--- src/rtl/tmds_pkg.sv ---
// ----------------------------------------------------------------------------
// tmds_pkg
//   Shared constants and helpers for the RGB888 -> TMDS encoder.
//   - Four DVI control tokens, selected by {C1,C0} during blanking
//   - Reset symbol (control token C=00)
//   - Colour-bar RGB table (white, yellow, cyan, green, magenta, red, blue, black)
//   - popcount8: number of ones in a byte
// ----------------------------------------------------------------------------
package tmds_pkg;

    localparam logic [9:0] TMDS_CTRL_00 = 10'h354;
    localparam logic [9:0] TMDS_CTRL_01 = 10'h0AB;
    localparam logic [9:0] TMDS_CTRL_10 = 10'h154;
    localparam logic [9:0] TMDS_CTRL_11 = 10'h2AB;
    localparam logic [9:0] TMDS_RST_SYM = TMDS_CTRL_00;

    // Control token for a blanking cycle
    function automatic logic [9:0] ctrl_token(input logic c1, input logic c0);
        logic [9:0] tok;
        case ({c1, c0})
            2'b00:   tok = TMDS_CTRL_00;
            2'b01:   tok = TMDS_CTRL_01;
            2'b10:   tok = TMDS_CTRL_10;
            default: tok = TMDS_CTRL_11;
        endcase
        return tok;
    endfunction

    // Colour-bar colour as {R,G,B}, bar 0 at the left edge of the line
    function automatic logic [23:0] colorbar_rgb(input logic [2:0] idx);
        logic [23:0] rgb;
        case (idx)
            3'd0:    rgb = 24'hFF_FF_FF;   // white
            3'd1:    rgb = 24'hFF_FF_00;   // yellow
            3'd2:    rgb = 24'h00_FF_FF;   // cyan
            3'd3:    rgb = 24'h00_FF_00;   // green
            3'd4:    rgb = 24'hFF_00_FF;   // magenta
            3'd5:    rgb = 24'hFF_00_00;   // red
            3'd6:    rgb = 24'h00_00_FF;   // blue
            default: rgb = 24'h00_00_00;   // black
        endcase
        return rgb;
    endfunction

    function automatic logic [3:0] popcount8(input logic [7:0] v);
        logic [3:0] n;
        n = '0;
        for (int i = 0; i < 8; i++) begin
            n = n + {3'b000, v[i]};
        end
        return n;
    endfunction

endpackage

--- src/rtl/rgb2tmds_enc_if.sv ---
// ----------------------------------------------------------------------------
// rgb2tmds_enc_if
//   Video stream into the TMDS encoder and the three encoded symbols out.
//   i_vga_vsync/hsync/de : sync and active-video enable
//   i_vga_r/g/b          : pixel colour, valid when i_vga_de=1
//   test_en              : colour-bar select (only honoured with TMDS_COLORBAR_EN)
//   o_tmds_ch0/1/2       : blue / green / red 10-bit symbols, bit0 sent first
//   master : the video source (drives the stream, observes symbols)
//   slave  : the encoder
// ----------------------------------------------------------------------------
interface rgb2tmds_enc_if;
    logic       i_vga_vsync;
    logic       i_vga_hsync;
    logic       i_vga_de;
    logic [7:0] i_vga_r;
    logic [7:0] i_vga_g;
    logic [7:0] i_vga_b;
    logic       test_en;
    logic [9:0] o_tmds_ch0;
    logic [9:0] o_tmds_ch1;
    logic [9:0] o_tmds_ch2;

    modport master (
        output i_vga_vsync, i_vga_hsync, i_vga_de, i_vga_r, i_vga_g, i_vga_b, test_en,
        input  o_tmds_ch0, o_tmds_ch1, o_tmds_ch2
    );

    modport slave (
        input  i_vga_vsync, i_vga_hsync, i_vga_de, i_vga_r, i_vga_g, i_vga_b, test_en,
        output o_tmds_ch0, o_tmds_ch1, o_tmds_ch2
    );
endinterface

--- src/rtl/tmds_chan_enc.sv ---
// ----------------------------------------------------------------------------
// tmds_chan_enc
//   One TMDS channel: DVI 8b/10b transition-minimised, DC-balanced encoder.
//   Two registered stages, owns its running-disparity counter.
//   sclk, s_rst_n : pixel clock, asynchronous active-low reset
//   d[7:0]        : data byte (stage-1 input)
//   de, c1, c0    : active-video enable and control bits, already delayed by
//                   one cycle so they line up with the stage-1 result
//   q[9:0]        : registered symbol, bit0 sent first
// ----------------------------------------------------------------------------
module tmds_chan_enc
    import tmds_pkg::*;
(
    input  logic       sclk,
    input  logic       s_rst_n,
    input  logic [7:0] d,
    input  logic       de,
    input  logic       c1,
    input  logic       c0,
    output logic [9:0] q
);

    // ---------------- stage 1: transition minimisation ----------------
    logic [3:0] n1_d;
    logic       use_xnor;
    logic [8:0] qm_next;
    logic [3:0] n1_qm_next;
    logic [8:0] qm_reg;
    logic [3:0] n1q_reg;
    logic [3:0] n0q_reg;

    always_comb begin
        n1_d     = popcount8(d);
        use_xnor = (n1_d > 4'd4) || ((n1_d == 4'd4) && !d[0]);
        qm_next  = '0;
        qm_next[0] = d[0];
        for (int i = 1; i < 8; i++) begin
            qm_next[i] = use_xnor ? ~(qm_next[i-1] ^ d[i]) : (qm_next[i-1] ^ d[i]);
        end
        qm_next[8] = ~use_xnor;
        n1_qm_next = popcount8(qm_next[7:0]);
    end

    always_ff @(posedge sclk or negedge s_rst_n) begin
        if (!s_rst_n) begin
            qm_reg  <= '0;
            n1q_reg <= '0;
            n0q_reg <= '0;
        end else begin
            qm_reg  <= qm_next;
            n1q_reg <= n1_qm_next;
            n0q_reg <= 4'd8 - n1_qm_next;
        end
    end

    // ---------------- stage 2: DC balancing ----------------
    logic signed [4:0] cnt_reg;
    logic signed [4:0] cnt_next;
    logic signed [4:0] bal;       // N1q - N0q of the stage-1 word
    logic [9:0]        q_reg;
    logic [9:0]        q_next;

    assign bal = $signed({1'b0, n1q_reg}) - $signed({1'b0, n0q_reg});

    always_comb begin
        q_next   = TMDS_RST_SYM;
        cnt_next = '0;
        if (!de) begin
            // Blanking: disparity restarts at zero so the next active pixel
            // always begins from a balanced line.
            q_next   = ctrl_token(c1, c0);
            cnt_next = '0;
        end else if ((cnt_reg == 5'sd0) || (n1q_reg == n0q_reg)) begin
            q_next   = {~qm_reg[8], qm_reg[8], qm_reg[8] ? qm_reg[7:0] : ~qm_reg[7:0]};
            cnt_next = qm_reg[8] ? (cnt_reg + bal) : (cnt_reg - bal);
        end else if (((cnt_reg > 5'sd0) && (n1q_reg > n0q_reg)) ||
                     ((cnt_reg < 5'sd0) && (n0q_reg > n1q_reg))) begin
            q_next   = {1'b1, qm_reg[8], ~qm_reg[7:0]};
            cnt_next = cnt_reg + (qm_reg[8] ? 5'sd2 : 5'sd0) - bal;
        end else begin
            q_next   = {1'b0, qm_reg[8], qm_reg[7:0]};
            cnt_next = cnt_reg - (qm_reg[8] ? 5'sd0 : 5'sd2) + bal;
        end
    end

    always_ff @(posedge sclk or negedge s_rst_n) begin
        if (!s_rst_n) begin
            q_reg   <= TMDS_RST_SYM;
            cnt_reg <= '0;
        end else begin
            q_reg   <= q_next;
            cnt_reg <= cnt_next;
        end
    end

    assign q = q_reg;

endmodule

--- src/rtl/rgb2tmds_enc.sv ---
// ----------------------------------------------------------------------------
// rgb2tmds_enc
//   RGB888 + VGA sync/de -> three DVI TMDS symbols per pixel clock.
//   Fixed latency of 2 sclk for data, de, hsync and vsync. No back-pressure.
//   Parameters : H_ACTIVE - active pixels per line (sets colour-bar width)
//   Ports      : sclk     - pixel clock
//                s_rst_n  - asynchronous active-low reset
//                vga      - rgb2tmds_enc_if.slave (video in, symbols out)
//   Build option: define TMDS_COLORBAR_EN to add the 8-bar test pattern
//                selected by vga.test_en; otherwise test_en is ignored.
// ----------------------------------------------------------------------------
module rgb2tmds_enc
    import tmds_pkg::*;
#(
    parameter int H_ACTIVE = 1280
) (
    input  logic            sclk,
    input  logic            s_rst_n,
    rgb2tmds_enc_if.slave   vga
);

    logic [23:0] pix_rgb;   // {R,G,B} entering stage 1

`ifdef TMDS_COLORBAR_EN
    localparam int BAR_W = H_ACTIVE / 8;

    logic [15:0] col_reg;
    logic [15:0] col_next;
    logic [2:0]  bar_idx;

    // col_reg holds the index of the pixel currently on the input
    assign col_next = vga.i_vga_de ? (col_reg + 16'd1) : 16'd0;

    always_ff @(posedge sclk or negedge s_rst_n) begin
        if (!s_rst_n) begin
            col_reg <= '0;
        end else begin
            col_reg <= col_next;
        end
    end

    // Threshold compare instead of a divider; saturates at bar 7
    always_comb begin
        bar_idx = '0;
        for (int i = 1; i < 8; i++) begin
            if (col_reg >= 16'(i * BAR_W)) begin
                bar_idx = 3'(i);
            end
        end
    end

    assign pix_rgb = vga.test_en ? colorbar_rgb(bar_idx)
                                 : {vga.i_vga_r, vga.i_vga_g, vga.i_vga_b};
`else
    logic unused_test_en;
    assign unused_test_en = vga.test_en;
    assign pix_rgb = {vga.i_vga_r, vga.i_vga_g, vga.i_vga_b};
`endif

    // Sync/de ride one register alongside stage 1 so the channel's stage 2
    // sees them in step with the encoded word.
    logic de_d1_reg;
    logic hs_d1_reg;
    logic vs_d1_reg;

    always_ff @(posedge sclk or negedge s_rst_n) begin
        if (!s_rst_n) begin
            de_d1_reg <= 1'b0;
            hs_d1_reg <= 1'b0;
            vs_d1_reg <= 1'b0;
        end else begin
            de_d1_reg <= vga.i_vga_de;
            hs_d1_reg <= vga.i_vga_hsync;
            vs_d1_reg <= vga.i_vga_vsync;
        end
    end

    logic [9:0] chan_sym [3];

    // ch0 = blue with {C1,C0}={vsync,hsync}; ch1 = green, ch2 = red with C=00
    generate
        for (genvar gi = 0; gi < 3; gi++) begin : g_chan
            logic [1:0] ctl;
            assign ctl = (gi == 0) ? {vs_d1_reg, hs_d1_reg} : 2'b00;

            tmds_chan_enc u_enc (
                .sclk    (sclk),
                .s_rst_n (s_rst_n),
                .d       (pix_rgb[gi*8 +: 8]),
                .de      (de_d1_reg),
                .c1      (ctl[1]),
                .c0      (ctl[0]),
                .q       (chan_sym[gi])
            );
        end
    endgenerate

    assign vga.o_tmds_ch0 = chan_sym[0];
    assign vga.o_tmds_ch1 = chan_sym[1];
    assign vga.o_tmds_ch2 = chan_sym[2];

endmodule
--- src/flat_wrapper.sv ---
// flat-port wrapper written by rule: the top's interface ports become plain ports
module rgb2tmds_enc_flat import tmds_pkg::*;
#(
    parameter int H_ACTIVE = 1280
)
  (sclk, s_rst_n, vga_i_vga_vsync, vga_i_vga_hsync, vga_i_vga_de, vga_i_vga_r, vga_i_vga_g, vga_i_vga_b, vga_test_en, vga_o_tmds_ch0, vga_o_tmds_ch1, vga_o_tmds_ch2);
  rgb2tmds_enc_if vga_i ();
  input  logic sclk;
  input  logic s_rst_n;
  input wire logic [$bits(vga_i.i_vga_vsync)-1:0] vga_i_vga_vsync;
  input wire logic [$bits(vga_i.i_vga_hsync)-1:0] vga_i_vga_hsync;
  input wire logic [$bits(vga_i.i_vga_de)-1:0] vga_i_vga_de;
  input wire logic [$bits(vga_i.i_vga_r)-1:0] vga_i_vga_r;
  input wire logic [$bits(vga_i.i_vga_g)-1:0] vga_i_vga_g;
  input wire logic [$bits(vga_i.i_vga_b)-1:0] vga_i_vga_b;
  input wire logic [$bits(vga_i.test_en)-1:0] vga_test_en;
  output wire logic [$bits(vga_i.o_tmds_ch0)-1:0] vga_o_tmds_ch0;
  output wire logic [$bits(vga_i.o_tmds_ch1)-1:0] vga_o_tmds_ch1;
  output wire logic [$bits(vga_i.o_tmds_ch2)-1:0] vga_o_tmds_ch2;
  assign vga_i.i_vga_vsync = vga_i_vga_vsync;
  assign vga_i.i_vga_hsync = vga_i_vga_hsync;
  assign vga_i.i_vga_de = vga_i_vga_de;
  assign vga_i.i_vga_r = vga_i_vga_r;
  assign vga_i.i_vga_g = vga_i_vga_g;
  assign vga_i.i_vga_b = vga_i_vga_b;
  assign vga_i.test_en = vga_test_en;
  assign vga_o_tmds_ch0 = vga_i.o_tmds_ch0;
  assign vga_o_tmds_ch1 = vga_i.o_tmds_ch1;
  assign vga_o_tmds_ch2 = vga_i.o_tmds_ch2;
  rgb2tmds_enc #(.H_ACTIVE(H_ACTIVE)) u_core (.sclk(sclk), .s_rst_n(s_rst_n), .vga(vga_i));
endmodule
--- config.mk ---
export PLATFORM = sky130hd
export DESIGN_NAME = rgb2tmds_enc_flat
export DESIGN_NICKNAME = d
export VERILOG_FILES = /design/src/rtl/tmds_pkg.sv /design/src/rtl/rgb2tmds_enc_if.sv /design/src/rtl/tmds_chan_enc.sv /design/src/rtl/rgb2tmds_enc.sv /design/src/flat_wrapper.sv
export SDC_FILE = /design/constraint.sdc
export NUM_CORES = 1
export LEC_CHECK = 0
export ABC_CLOCK_PERIOD_IN_PS = 3600
export BUFFER_PORTS_ARGS = -buffer_cell sky130_fd_sc_hd__buf_2
export CAP_MARGIN = 10
export CORE_ASPECT_RATIO = 1.4
export CORE_UTILIZATION = 34
export DETAILED_ROUTE_END_ITERATION = 10
export PLACE_DENSITY = 0.51
export SLEW_MARGIN = 20
export SYNTH_ARGS = -nofsm -noshare
export SYNTH_HDL_FRONTEND = slang
export SYNTH_HIERARCHICAL = 1
export SYNTH_SLANG_ARGS = --single-unit
--- constraint.sdc ---
create_clock -name sclk -period 3.6 [get_ports sclk]
set_clock_uncertainty 0.15 [all_clocks]
set_input_delay 0.18 -clock sclk [delete_from_list [all_inputs] [get_ports sclk]]
set_output_delay 0.18 -clock sclk [all_outputs]
set_load 0.1 [all_outputs]
## Word level (Yosys, flattened, before mapping)

Cells that the tools add are included.

| storage, ports and cells | value |
|---|---|
| logic and storage cells | 235 |
| bits in registers | 99 |
| output and inout port bits | 30 |

| operators by class | value |
|---|---|
| magnitude comparators | 15 |
| $add $sub $neg | 66 |
| reduce and logical (&&, ||, !) cells | 25 |
| muxes and demuxes | 52 |
| equal/unequal tests | 8 |
| bitwise operators | 51 |

Operators with widths:

| cell | count |
|---|---|
| adder 4 x 1 -> 4 bit | 24 |
| 2-to-1 mux 10 bit | 9 |
| 2-to-1 mux 5 bit | 12 |
| adder 5 bit | 6 |
| case mux 10 bit (3 select lines) | 1 |
| subtractor 5 bit | 6 |
| NOT 1 bit | 27 |
| adder 3 x 1 -> 4 bit | 6 |
| > comparator 4 bit | 6 |
| 2-to-1 mux 8 bit | 3 |
| NOT 8 bit | 3 |
| 2-to-1 mux 1 bit | 21 |
| bitwise XOR 1 bit | 21 |
| adder 2 x 1 -> 3 bit | 6 |
| adder 5 x 3 -> 5 bit | 3 |
| > comparator 5 x 1 -> 1 bit (second input constant) | 3 |
| zero test 5 bit | 3 |
| < comparator 5 x 1 -> 1 bit (second input constant) | 3 |
| subtractor 4 x 4 -> 5 bit | 3 |
| subtractor 5 x 3 -> 5 bit | 3 |
| adder 1 x 1 -> 2 bit | 6 |
| equality test 4 x 3 -> 1 bit (second input constant) | 3 |
| equality test 4 bit | 3 |
| > comparator 4 x 3 -> 1 bit (second input constant) | 3 |
| 8 further kinds | 33 |

## Longest topological paths before layout

| depth | value |
|---|---|
| depth in word-level cells | 31 |
| mapped depth | 22 |
| gate-level depth less buffers | 22 |

## Cells and area by module

The synthesis kept the hierarchy.

Modules (own cells, without submodules):

| module | sequential area each (um2) | cells an instance | area an instance (um2) | instances |
|---|---|---|---|---|
| tmds_chan_enc at u_core.g_chan[0].u_enc | 757.0 | 227 | 2383.5 | 1 |
| tmds_chan_enc at u_core.g_chan[2].u_enc | 757.0 | 225 | 2368.5 | 1 |
| tmds_chan_enc at u_core.g_chan[1].u_enc | 757.0 | 222 | 2339.7 | 1 |
| rgb2tmds_enc | 75.1 | 4 | 78.8 | 1 |

## Least setup slack after synthesis

Ideal clock, no wire load.

| path | value |
|---|---|
| path kind | in2reg |
| start | input vga_i_vga_b[0] |
| end | register u_core.g_chan[0].u_enc.n0q_reg[3] |
| path slack | -2410 ps |
| cell stages on the path | 22 |
| data required time | 3318 ps |
| arrival time | 5729 ps |
| library setup time | 132 ps |
| path through | inv_1 > fa_1 > fa_1 > fa_1 > inv_1 > ha_1 > fa_1 > nor3_1 > o21ai_0 > a21oi_1 > xor2_1 > inv_1 > fa_1 > xnor2_1 > ha_1 > fa_1 > ha_1 > inv_1 > fa_1 > xnor2_1 > nor3_1 > xor2_1 |

| on the way | value |
|---|---|
| longest elaborated chain between the ends | 31 |

RTL lines:

| item | line | text |
|---|---|---|
| start: declaration | flat_wrapper.sv:15 | `input wire logic [$bits(vga_i.i_vga_b)-1:0] vga_i_vga_b;` |
| parallel branches: the longest is 16 deep, another holds adder 3 x 1 -> 4 bit | -- |  |
| 2-to-1 mux 1 bit * | tmds_chan_enc.sv:38 | `qm_next[i] = use_xnor ? ~(qm_next[i-1] ^ d[i]) : (qm_next[i-1] ^ d[i]);` |
| net u_core.g_chan[0].u_enc.qm_next[3] | tmds_chan_enc.sv:26 | `logic [8:0] qm_next;` |
| parallel branches: the longest is 12 deep, another holds adder 3 x 1 -> 4 bit | -- |  |
| adder 4 x 1 -> 4 bit * | tmds_pkg.sv:49 | `n = n + {3'b000, v[i]};` |
| net u_core.g_chan[0].u_enc.n1_qm_next[2] | tmds_chan_enc.sv:27 | `logic [3:0] n1_qm_next;` |
| subtractor 4 bit * | tmds_chan_enc.sv:52 | `n0q_reg <= 4'd8 - n1_qm_next;` |
| end signal: assignment | tmds_chan_enc.sv:52 |  |
| end: declaration | tmds_chan_enc.sv:30 | `logic [3:0] n0q_reg;` |

Mark *: on every way through the listed nets, which the timed path passes.

## Final worst setup path

| path | value |
|---|---|
| start | input vga_i_vga_r[3] |
| end | register u_core.g_chan[2].u_enc.n0q_reg[3] |

| on the way | value |
|---|---|
| longest elaborated chain between the ends | 29 |

RTL lines:

| item | line | text |
|---|---|---|
| start: declaration | flat_wrapper.sv:13 | `input wire logic [$bits(vga_i.i_vga_r)-1:0] vga_i_vga_r;` |
| parallel branches: the longest is 14 deep, another holds adder 3 x 1 -> 4 bit | -- |  |
| 2-to-1 mux 1 bit * | tmds_chan_enc.sv:38 |  |
| net u_core.g_chan[2].u_enc.qm_next[3] | tmds_chan_enc.sv:26 |  |
| parallel branches: the longest is 12 deep, another holds adder 3 x 1 -> 4 bit | -- |  |
| adder 4 x 1 -> 4 bit * | tmds_pkg.sv:49 |  |
| net u_core.g_chan[2].u_enc.n1_qm_next[1] | tmds_chan_enc.sv:27 |  |
| subtractor 4 bit * | tmds_chan_enc.sv:52 |  |
| end signal: assignment | tmds_chan_enc.sv:52 |  |
| end: declaration | tmds_chan_enc.sv:30 |  |

Marked as above.

==> out/summary.txt <==
STA
----------------------------------------------------------------------------------------
Post-route clock period utilization .......................................         156%
Sum of negative setup slack ...............................................   -32,500 ps
Smallest setup slack after layout .........................................     -2030 ps
Number of hold violations in the final report .............................            0
Final worst path period need ..............................................      5630 ps
Number of pins with negative max-slew slack in the final report ...........            0
Normalized max-slew margin ................................................        48.1%
Transition time at the pin with the least slew margin .....................       778 ps
Setup Viol. Count Final ...................................................           18
Maximum operating frequency ...............................................    0.178 GHz
Setup repair after global routing missed its margin .......................          yes

PLACED DESIGN
----------------------------------------------------------------------------------------
Routability Congestion ....................................................        0.822
Port Buffers ..............................................................           58
Worst Setup Slack post-DPL ................................................     -2510 ps
Total half-perimeter wirelength after legalization and detailed placement .    11,700 um
Post-DP Area .............................................................. 0.00845 mm^2

FLOORPLAN
----------------------------------------------------------------------------------------
Die Span Y ................................................................       174 um
Area of the placeable core ................................................  0.0206 mm^2
Initial core utilization ..................................................        34.9%
Cell Rows .................................................................           62
Io pins ...................................................................           60
Die extent in x ...........................................................       125 um
Floorplan die area ........................................................  0.0217 mm^2

YOSYS
----------------------------------------------------------------------------------------
Dominant synthesized flop cell ............................................      dfrtp_1
Yosys warns ...............................................................            6
Mean cell area of the mapped netlist ......................................    10.6 um^2
Sequential fraction of the synthesis area .................................        32.7%
Post-synth ARST share .....................................................         100%
Flip-flop and latch count after synthesis .................................           93
EDFF count, synth .........................................................            0
Post-Synthesis Cell Area .................................................. 0.00717 mm^2
Distinct cell type count of the synthesized netlist .......................           58
Synthesized instance count ................................................          678

GLOBAL ROUTE
----------------------------------------------------------------------------------------
Total gr overflow .........................................................            0
Number of global-route vias before repair .................................        5,619
First-pass GRT wire length ................................................    25,600 um
GRT Resource Usage Total ..................................................        14.7%
Largest net degree at the start of global routing .........................           79
Antenna violations before repair ..........................................            0

CLOCKING
----------------------------------------------------------------------------------------
CTS tree ..................................................................         done
Number of clock sinks .....................................................           93
Clock insertion delay at the later pin of the skew report .................       350 ps
Maximum clock insertion buffer count ......................................            2
H-tree levels .............................................................            3
Worst-path clk slew .......................................................        70 ps
Total clock buffers created by CTS ........................................            9
Root buffer cell ..........................................................    clkbuf_16

FINAL LAYOUT
----------------------------------------------------------------------------------------
Total of fill cells in the finished design ................................        1,949
Final net count ...........................................................        1,002
Syn-to-layout area delta ..................................................        28.3%
Commonest non-fill, non-tap cell in the layout ............................        inv_1
Cell area after layout .................................................... 0.00920 mm^2
Max reg flops .............................................................           30
Antenna diodes ............................................................            0
Commonest cells after routing, fill and taps aside ........................ inv_1, buf_4, ha_1
Share of final-layout standard cells stronger than drive strength 1 .......        30.8%

SETUP PATH
----------------------------------------------------------------------------------------
Count of buffering cells on the critical path with inverters included .....            6
Depth of the worst register-to-register path ..............................           13
Startpoint Class ..........................................................   input port
Logic depth of the worst setup path including buffers .....................           23
Highest fanout seen on the critical path ..................................            3
Slowest stage delay, CP ...................................................       560 ps
Category of the worst setup path capture point ............................         flop
Class of the most critical setup path ..................................... input port to flop
CP delay by family, top ...................................................  adder cells
Max stage delay cell, worst path ..........................................         fa_2
CP Data Arrival Time ......................................................      5760 ps
Most used cell along the critical path ....................................         fa_1
Crit path cell chain ...................................................... buf_6 > inv_2 > fa_1 > fa_1 > fa_1 > inv_1 > ha_2 > fa_1 > nor3_2 > o21ai_1 > a21oi_2 > xor2_1 > inv_1 > fa_1 > xnor2_1 > ha_1 > fa_1 > ha_2 > inv_2 > fa_2 > inv_2 > nor3_2 > xor2_1
Data required, critical path ..............................................      3730 ps

ROUTE
----------------------------------------------------------------------------------------
Met3 wire length ..........................................................       445 um
Vias post-DR ..............................................................        5,072
Residual antenna-violating net count after detailed routing ...............            0
Detailed-routing iteration count for the pre-antenna-repair pass ..........            4
Drt first-iter violations .................................................          111
Routed met2 length ........................................................      8460 um
Routed vias/inst ..........................................................         4.59
Post-Route WL .............................................................    14,900 um
Highest routing layer actually used .......................................         met4
Number of DRC violations after detailed routing ...........................            0
WL met1 ...................................................................      5740 um
Mean routed wirelength per cell ...........................................      13.5 um

RUN
----------------------------------------------------------------------------------------
Number of maximum-capacitance constraint violations .......................            0

RUN STATUS
----------------------------------------------------------------------------------------
Violations in the final reports ........................................... negative setup slack
Status .................................................................... finished, violations left

HOLD PATH
----------------------------------------------------------------------------------------
Worst min path class ...................................................... input port to flop
Worst Hold Path Cells .....................................................            4

## final timing paths
check	from	to	slack, ps
max	vga_i_vga_r[3]	u_core/g_chan[2].u_enc/n0q_reg[3]	-2030
max in group asynchronous	s_rst_n	u_core/g_chan[0].u_enc/q[9]	2280
min reg2reg	u_core/g_chan[0].u_enc/cnt_reg[0]	u_core/g_chan[0].u_enc/cnt_reg[0]	340
min	vga_i_vga_b[2]	u_core/g_chan[0].u_enc/qm_reg[2]	140
max reg2reg	u_core/g_chan[2].u_enc/n1q_reg[2]	u_core/g_chan[2].u_enc/cnt_reg[4]	240
min in group asynchronous	s_rst_n	u_core/g_chan[2].u_enc/q[5]	260
## cell usage after synthesis, drive strengths merged (3+ instances only)
| library cell | n | area share [%] |
|---|---|---|
| inv | 114 | 6.0 |
| ha | 93 | 16 |
| dfrtp | 78 | 27 |
| xnor2 | 73 | 10 |
| a21o | 36 | 3.8 |
| fa | 36 | 10 |
| a21oi | 30 | 2.1 |
| xor2 | 28 | 3.7 |
| nor2 | 27 | 1.5 |
| o21ai | 18 | 1.4 |
| dfstp | 15 | 5.5 |
| clkbuf | 12 | 0.65 |
| mux2i | 12 | 1.7 |
| nand2 | 12 | 0.63 |
| nor2b | 11 | 0.96 |
| nor3 | 10 | 0.70 |
| o21a | 9 | 0.94 |
| or2 | 6 | 0.52 |
| nand3 | 5 | 0.35 |
| and2 | 3 | 0.26 |
| and3b | 3 | 0.37 |
| nand2b | 3 | 0.26 |
| nand4 | 3 | 0.26 |
| nor4 | 3 | 0.35 |
| o211a | 3 | 0.42 |
## stage by stage
step           std cells  hold WS [ps]  util, %
3_3_place_gp        1064           138     41.1
3_5_place_dp        1064           139     41.1
2_1_floorplan        689          -266        -
5_1_grt             1104           145     44.7
4_1_cts             1099           125     44.1
6_report            1104           144     44.7
## tightest hold or removal path, stage by stage
cell    delay, ps
buf_2          90
buf_4         110
xor2_2         80
buf_4         140
## logic make-up after synthesis
family	Yosys count	synth area share [%]
mux	13	1.88
buf+inv	128	6.93
simple gates	95	7.12
compound gates	118	11.1
fa+ha+maj	129	26.3
xor+xnor	101	13.9
flops	93	32.7
other cells	1	0.0523
## layout make-up
class / instances / area [um^2] / share of cell area, %
flip-flops and latches: 93 / 2350 / 25.5
inverters: 114 / 450 / 4.90
clock inverters: 6 / 95.1 / 1.03
well taps: 256 / 320 / 3.48
clock buffers: 10 / 229 / 2.49
repair buffers: 157 / 1140 / 12.4
multi-input cells: 468 / 4620 / 50.2
## routing by layer
layer,track usage [%],vias up
met3,2.90,16
met5,0,-
met1,14.6,2496
li1,-,2505
met2,29.6,55
met4,4.92,0
## what timing repair did
item | in CTS | in global routing
hold endpoints to repair | 75 | 0
resized for setup | 34 | 12
setup endpoints to repair | 18 | 20
gates cloned | 0 | 0
hold buffers | 7 | 0
pin swaps | 17 | 7
setup buffers | 13 | 5
Power is left out: the tool's default activity adds up to more than one toggle a clock period on the data nets, which glitch-free logic cannot reach.
